<file path="config.mk">
export PLATFORM = sky130hd
export DESIGN_NAME = rcn_master_arb
export DESIGN_NICKNAME = d
export VERILOG_FILES = /design/src/rtl/rcn_pkg.sv /design/src/rtl/rcn_seq_table.sv /design/src/rtl/rcn_master_arb.sv
export SDC_FILE = /design/constraint.sdc
export NUM_CORES = 1
export LEC_CHECK = 0
export CAP_MARGIN = 30
export CELL_PAD_IN_SITES_DETAIL_PLACEMENT = 1
export CELL_PAD_IN_SITES_GLOBAL_PLACEMENT = 2
export CORE_ASPECT_RATIO = 1.75
export CORE_MARGIN = 4
export CORE_UTILIZATION = 24
export DETAILED_ROUTE_END_ITERATION = 8
export HOLD_SLACK_MARGIN = 0.02
export PLACE_DENSITY = 0.82
export SLEW_MARGIN = 20
export SYNTH_ARGS = -nofsm -noshare
export SYNTH_HDL_FRONTEND = slang
export SYNTH_SLANG_ARGS = --single-unit
</file>
<file path="constraint.sdc">
create_clock -name clk_i -period 2.32 [get_ports clk_i]
set_input_delay 0.232 -clock clk_i [delete_from_list [all_inputs] [get_ports clk_i]]
set_output_delay 0.232 -clock clk_i [all_outputs]
set_load 0.01 [all_outputs]
</file>
<file path="src/rtl/rcn_pkg.sv">
// Shared rcn ring definitions: packet field positions, widths and a request packer.
package rcn_pkg;

  localparam int unsigned RCN_PKT_W = 69;
  localparam int unsigned SEQ_W     = 2;
  localparam int unsigned NUM_SEQ   = 4;

  localparam int unsigned PktValid  = 68;
  localparam int unsigned PktReq    = 67;
  localparam int unsigned PktWr     = 66;
  localparam int unsigned PktSrcHi  = 65;
  localparam int unsigned PktSrcLo  = 60;
  localparam int unsigned PktMaskHi = 59;
  localparam int unsigned PktMaskLo = 56;
  localparam int unsigned PktAddrHi = 55;
  localparam int unsigned PktAddrLo = 34;
  localparam int unsigned PktSeqHi  = 33;
  localparam int unsigned PktSeqLo  = 32;
  localparam int unsigned PktDataHi = 31;

  typedef logic [RCN_PKT_W-1:0] rcn_pkt_t;

  function automatic rcn_pkt_t rcn_pack_req(input logic wr, input logic [5:0] src,
                                            input logic [3:0] mask, input logic [21:0] addr_w,
                                            input logic [SEQ_W-1:0] seq,
                                            input logic [31:0] data);
    return {1'b1, 1'b1, wr, src, mask, addr_w, seq, data};
  endfunction

endpackage

</file>
<file path="src/rtl/rcn_seq_table.sv">
// Outstanding-transaction table: seq allocation, response owner lookup and, with
// RCN_MASTER_ARB_TIMEOUT_EN defined, per-entry expiry counters.
module rcn_seq_table
  import rcn_pkg::*;
#(
  parameter int unsigned TIMEOUT_CYCLES = 1024
) (
  input  logic             clk_i,
  input  logic             rst_i,
  input  logic             alloc_i,
  input  logic             alloc_owner_i,
  input  logic             rsp_i,
  input  logic [SEQ_W-1:0] rsp_seq_i,
  output logic             full_o,
  output logic [SEQ_W-1:0] alloc_seq_o,
  output logic             hit_o,
  output logic             hit_owner_o,
  output logic             exp_o,
  output logic             exp_owner_o
);

  logic [NUM_SEQ-1:0] busy_q, busy_d;
  logic [NUM_SEQ-1:0] owner_q, owner_d;
  logic [SEQ_W-1:0]   exp_seq;

  assign full_o      = &busy_q;
  assign hit_o       = rsp_i & busy_q[rsp_seq_i];
  assign hit_owner_o = owner_q[rsp_seq_i];

  // Lowest-index free entry, from registered state only.
  always_comb begin
    alloc_seq_o = '0;
    for (int i = NUM_SEQ - 1; i >= 0; i--) begin
      if (!busy_q[i]) alloc_seq_o = SEQ_W'(i);
    end
  end

`ifdef RCN_MASTER_ARB_TIMEOUT_EN
  localparam int unsigned CntW = (TIMEOUT_CYCLES > 2) ? $clog2(TIMEOUT_CYCLES) : 1;
  localparam logic [CntW-1:0] CntMax = CntW'(TIMEOUT_CYCLES - 1);

  logic [CntW-1:0] cnt_q [NUM_SEQ];
  logic [CntW-1:0] cnt_d [NUM_SEQ];

  // A response owns the single strobe this cycle; a pending expiry waits at CntMax.
  always_comb begin
    exp_o   = 1'b0;
    exp_seq = '0;
    for (int i = NUM_SEQ - 1; i >= 0; i--) begin
      if (busy_q[i] && (cnt_q[i] == CntMax) && !hit_o) begin
        exp_o   = 1'b1;
        exp_seq = SEQ_W'(i);
      end
    end
    exp_owner_o = owner_q[exp_seq];
  end

  always_comb begin
    for (int i = 0; i < NUM_SEQ; i++) begin
      cnt_d[i] = cnt_q[i];
      if (busy_q[i] && (cnt_q[i] != CntMax)) cnt_d[i] = cnt_q[i] + 1'b1;
      if (alloc_i && (alloc_seq_o == SEQ_W'(i))) cnt_d[i] = '0;
    end
  end

  always_ff @(posedge clk_i) begin
    for (int i = 0; i < NUM_SEQ; i++) begin
      if (rst_i) cnt_q[i] <= '0;
      else       cnt_q[i] <= cnt_d[i];
    end
  end
`else
  assign exp_o       = 1'b0;
  assign exp_seq     = '0;
  assign exp_owner_o = 1'b0;
`endif

  always_comb begin
    busy_d  = busy_q;
    owner_d = owner_q;
    if (hit_o) busy_d[rsp_seq_i] = 1'b0;
    if (exp_o) busy_d[exp_seq]   = 1'b0;
    if (alloc_i) begin
      busy_d[alloc_seq_o]  = 1'b1;
      owner_d[alloc_seq_o] = alloc_owner_i;
    end
  end

  always_ff @(posedge clk_i) begin
    if (rst_i) begin
      busy_q  <= '0;
      owner_q <= '0;
    end else begin
      busy_q  <= busy_d;
      owner_q <= owner_d;
    end
  end

endmodule

</file>
<file path="src/rtl/rcn_master_arb.sv">
// Two-port rcn ring master: round-robin arbiter, slot insertion and response routing.
// Optional entry timeout is enabled by defining RCN_MASTER_ARB_TIMEOUT_EN.
module rcn_master_arb
  import rcn_pkg::*;
#(
  parameter logic [5:0]  MASTER_ID      = 6'd0,
  parameter int unsigned TIMEOUT_CYCLES = 1024
) (
  input  logic                 clk_i,
  input  logic                 rst_i,
  input  logic [RCN_PKT_W-1:0] rcn_in_i,
  output logic [RCN_PKT_W-1:0] rcn_out_o,
  input  logic [1:0]           req_valid_i,
  output logic [1:0]           req_ready_o,
  input  logic [1:0]           req_wr_i,
  input  logic [7:0]           req_mask_i,
  input  logic [47:0]          req_addr_i,
  input  logic [63:0]          req_wdata_i,
  output logic [1:0]           resp_valid_o,
  output logic                 resp_wr_o,
  output logic [31:0]          resp_rdata_o,
  output logic                 resp_err_o
);

  rcn_pkt_t         rin_q, rout_q, rout_d;
  logic             ptr_q, ptr_d;
  logic [1:0]       grant;
  logic             resp_for_us, slot_free, full, accept, win;
  logic [SEQ_W-1:0] alloc_seq;
  logic             hit, hit_owner, exp_v, exp_owner;
  logic [1:0]       resp_valid_q, resp_valid_d;
  logic             resp_wr_q, resp_wr_d, resp_err_q, resp_err_d;
  logic [31:0]      resp_rdata_q, resp_rdata_d;
  logic             unused_addr_lsbs;

  assign unused_addr_lsbs = ^{req_addr_i[25:24], req_addr_i[1:0]};

  assign resp_for_us = rin_q[PktValid] & ~rin_q[PktReq] &
                       (rin_q[PktSrcHi:PktSrcLo] == MASTER_ID);
  assign slot_free   = ~rin_q[PktValid] | resp_for_us;

  always_comb begin
    case (req_valid_i)
      2'b01:   grant = 2'b01;
      2'b10:   grant = 2'b10;
      2'b11:   grant = ptr_q ? 2'b10 : 2'b01;
      default: grant = 2'b00;
    endcase
  end

  assign req_ready_o = grant & {2{slot_free & ~full}};
  assign accept      = |req_ready_o;
  assign win         = req_ready_o[1];
  assign ptr_d       = accept ? ~win : ptr_q;

  rcn_seq_table #(
    .TIMEOUT_CYCLES (TIMEOUT_CYCLES)
  ) u_seq_table (
    .clk_i         (clk_i),
    .rst_i         (rst_i),
    .alloc_i       (accept),
    .alloc_owner_i (win),
    .rsp_i         (resp_for_us),
    .rsp_seq_i     (rin_q[PktSeqHi:PktSeqLo]),
    .full_o        (full),
    .alloc_seq_o   (alloc_seq),
    .hit_o         (hit),
    .hit_owner_o   (hit_owner),
    .exp_o         (exp_v),
    .exp_owner_o   (exp_owner)
  );

  // A consumed response slot may carry a new request in the same cycle.
  always_comb begin
    if (accept) begin
      rout_d = rcn_pack_req(win ? req_wr_i[1] : req_wr_i[0], MASTER_ID,
                            win ? req_mask_i[7:4] : req_mask_i[3:0],
                            win ? req_addr_i[47:26] : req_addr_i[23:2], alloc_seq,
                            win ? req_wdata_i[63:32] : req_wdata_i[31:0]);
    end else if (resp_for_us) begin
      rout_d = '0;
    end else begin
      rout_d = rin_q;
    end
  end

  always_comb begin
    resp_valid_d = 2'b00;
    resp_wr_d    = resp_wr_q;
    resp_rdata_d = resp_rdata_q;
    resp_err_d   = resp_err_q;
    if (hit) begin
      resp_valid_d = hit_owner ? 2'b10 : 2'b01;
      resp_wr_d    = rin_q[PktWr];
      resp_rdata_d = rin_q[PktDataHi:0];
      resp_err_d   = 1'b0;
    end else if (exp_v) begin
      resp_valid_d = exp_owner ? 2'b10 : 2'b01;
      resp_wr_d    = 1'b0;
      resp_rdata_d = 32'hDEAD_DEAD;
      resp_err_d   = 1'b1;
    end
  end

  always_ff @(posedge clk_i) begin
    if (rst_i) begin
      rin_q        <= '0;
      rout_q       <= '0;
      ptr_q        <= 1'b0;
      resp_valid_q <= 2'b00;
      resp_wr_q    <= 1'b0;
      resp_rdata_q <= '0;
      resp_err_q   <= 1'b0;
    end else begin
      rin_q        <= rcn_in_i;
      rout_q       <= rout_d;
      ptr_q        <= ptr_d;
      resp_valid_q <= resp_valid_d;
      resp_wr_q    <= resp_wr_d;
      resp_rdata_q <= resp_rdata_d;
      resp_err_q   <= resp_err_d;
    end
  end

  assign rcn_out_o    = rout_q;
  assign resp_valid_o = resp_valid_q;
  assign resp_wr_o    = resp_wr_q;
  assign resp_rdata_o = resp_rdata_q;
  assign resp_err_o   = resp_err_q;

endmodule
</file>
==> metrics.txt <==
Die H=approximately 220 um; Power Dens Cells=730.0 nW/um^2; Post-CTS Setup Inserts=0; post-placement cell area=9759 sq um; post-route insts no fill=1,207; Crit. Startpoint=rin_q[61]; Final Max Tran Viols=0; syn avg cell area=10.93 sq um; drt total wl=21,950 um; peak supply drop=0.4677 mV; clk sinks=182; Final Cycle Share=0.9231; Nets=1,069; largest net degree at the start of global routing=between 60 and 70; NetSw=1682 uW; most common cell after layout, fill and taps aside=clkdlybuf4s50_1; max-cap violation count=0; power share of the sequential group=0.442; Setup Slack @ Placement=0.07491 ns; top_reg_cell synth=dfxtp_1; reg-to-reg startpoint=rin_q[63]; Clock Path Buffers=2; area grow syn2layout=62.34%; Post-synth EDFFs=0; DRC violation count after routing=0; Synth Warn #=0; min cycle time layout=2.142 ns; clk_lat worst skew=0.44 ns; worst hold path type=in -> reg; CP Launch Type=flip-flop; DRT iter0 DRCs=between 100 and 150; outcome=finished, final reports clean; core area=approximately 26,000 sq um; via/cell ratio=4.408; IO buf count=296; # placed instances=about 1,200; Setup-failing EPs final=0; switch share=0.2212; Hold Path Origin=rst_i; Distinct cells, synth=41; Setup crit end kind=output port; root buf cell=clkbuf_16; first-pass GRT wire length=33,090 um; maximum fanout along the worst path=3; end-of-flow core utilization=0.3982; Final Wtd Congestion=0.7293; Vias=~5,300; Total GRT Usage=0.1481; cts bufs inserted=17; setup TNS=0 ns; hpwl dp=around 17,000 um; grt total ovfl=0; worst setup margin=0.1784 ns; FF+latch count, synth=182; Critical Path RT=2.09 ns; Design Area, Final=about 10,000 sq um; die width=approximately 130 um; Syn Inst Count=587; Fmax=466.9 MHz; first drt pass iteration count=4; area of the die=29,510 sq um; Netlist Area Pre-Place=6415 sq um; Comb power frac=0.133; CTS tree=yes; Leak=0.003985 uW; Slew HR=0.5216; RSZ-0062 raised after global routing=no; antenna violations before repair=2; Max Clock Skew=~0.0054 ns; arrival time worst endpoint=1.91 ns; clock-pin slew on the worst setup and hold paths=0.06 ns; share of cells above drive strength 1=0.07901; Setup Crit Path Kind=reg -> out; Int Pwr=between 5000 and 6000 uW; Final ANT Viol Nets=0; ys async rst share=0; Clk network pwr share=0.425; Starting Density=0.2453; sequential share of the synthesized area=0.5680; Core Rows=78; Ports=302; H-tree levels=4; final hold violation count=0; most frequent cells in the layout=clkdlybuf4s50_1, dfxtp_1, nand2_1; routed len/inst=18.18 um; vias in the first global route=between 5,000 and 6,000; worst slew pin tran=0.7176 ns; Synthesized Nets=between 700 and 800
## through the flow
stage	hold WS, ns	power (uW)
finish	0.1743	7602
global route	0.1767	7913
CTS	0.1445	7733
detailed placement	0.4174	4464
global placement	0.4135	4445
floorplan	0.3602	3811
## cell type report
cell class / count / area (sq um)
inverter: 7 / 26.28
fill: 2862 / 15740
clock buffer: 21 / 440.4
sequential: 182 / 3643
timing repair buffer: 313 / 3166
antenna: 1 / 2.502
multi-input combinational: 353 / 2532
tap: 320 / 400.4
clock inverter: 10 / 202.7
## cells by family (layout without fill, tap and decap cells)
family	after synthesis	after routing	synth area share
simple gates	170	170	0.1424
other cells	1	2	0.0005846
flops	182	182	0.5680
mux	61	61	0.09908
buf+inv	52	351	0.04350
compound gates	121	121	0.1465
## layer usage
layer	GRT usage	up-vias	share of wire
met1	0.1358	2527	0.34
li1	-	2592	-
met4	0.07630	2	0.032
met5	0	-	0.00055
met3	0.04454	30	0.054
met2	0.2904	170	0.57
## power by group through the flow
stage / combinational, uW / sequential, uW / clock, uW
2_1_floorplan: 347 / 3460 / 0
3_3_place_gp: 1020 / 3430 / 0
3_5_place_dp: 1030 / 3430 / 0
4_1_cts: 1040 / 3360 / 3330
5_1_grt: 1090 / 3380 / 3440
6_report: 1010 / 3360 / 3230
## path summary, 6_finish.rpt
kind | to | slack [ns] | cells past startpoint
max | req_ready_o[0] | 0.18 | 5
min | rin_q[60] | 0.17 | 2
max reg2reg | u_seq_table.busy_q[1] | 0.31 | 6
min reg2reg | rcn_out_o[39] | 0.43 | 1
## Yosys cell counts (2+ instances only)
master       n  area (sq um)
dfxtp_1    182          3643
nand2_1     72         270.3
nor2b_1     69         431.7
mux2i_1     59         590.6
o2bb2ai_1   48         420.4
a21oi_1     41         205.2
buf_2       19         95.09
clkbuf_1    16         60.06
o2bb2ai_2   11         165.2
buf_6        7         78.83
inv_1        7         26.28
o21ai_0      7         35.03
and2_1       6         37.54
nor2_1       5         18.77
or3_1        5         31.28
nor3_1       3         15.01
o31ai_1      3         22.52
buf_4        2         15.01
mux4_2       2         45.04
or4_1        2         15.01
## sequential cells by signal (all words and copies together), names as in the netlist
register	count
u_seq_table.busy_q	4
resp_valid_o	2
ptr_q	1
u_seq_table.owner_q	4
resp_wr_o	1
resp_rdata_o	32
rcn_out_o	69
rin_q	69
## timing repair
action	4_1_cts	5_1_grt
pin swaps	1	0
resized for setup	8	3
hold buffers	0	0
setup endpoints to repair	2	2
## critical path, cell delays in order, from the launching register on
cell	delay (ns)
dfxtp_1	0.35
or4b_4	0.56
o21ai_4	0.19
nand2_1	0.11
nor2_1	0.11
clkbuf_2	0.14
(Power assumes the default switching activity.)
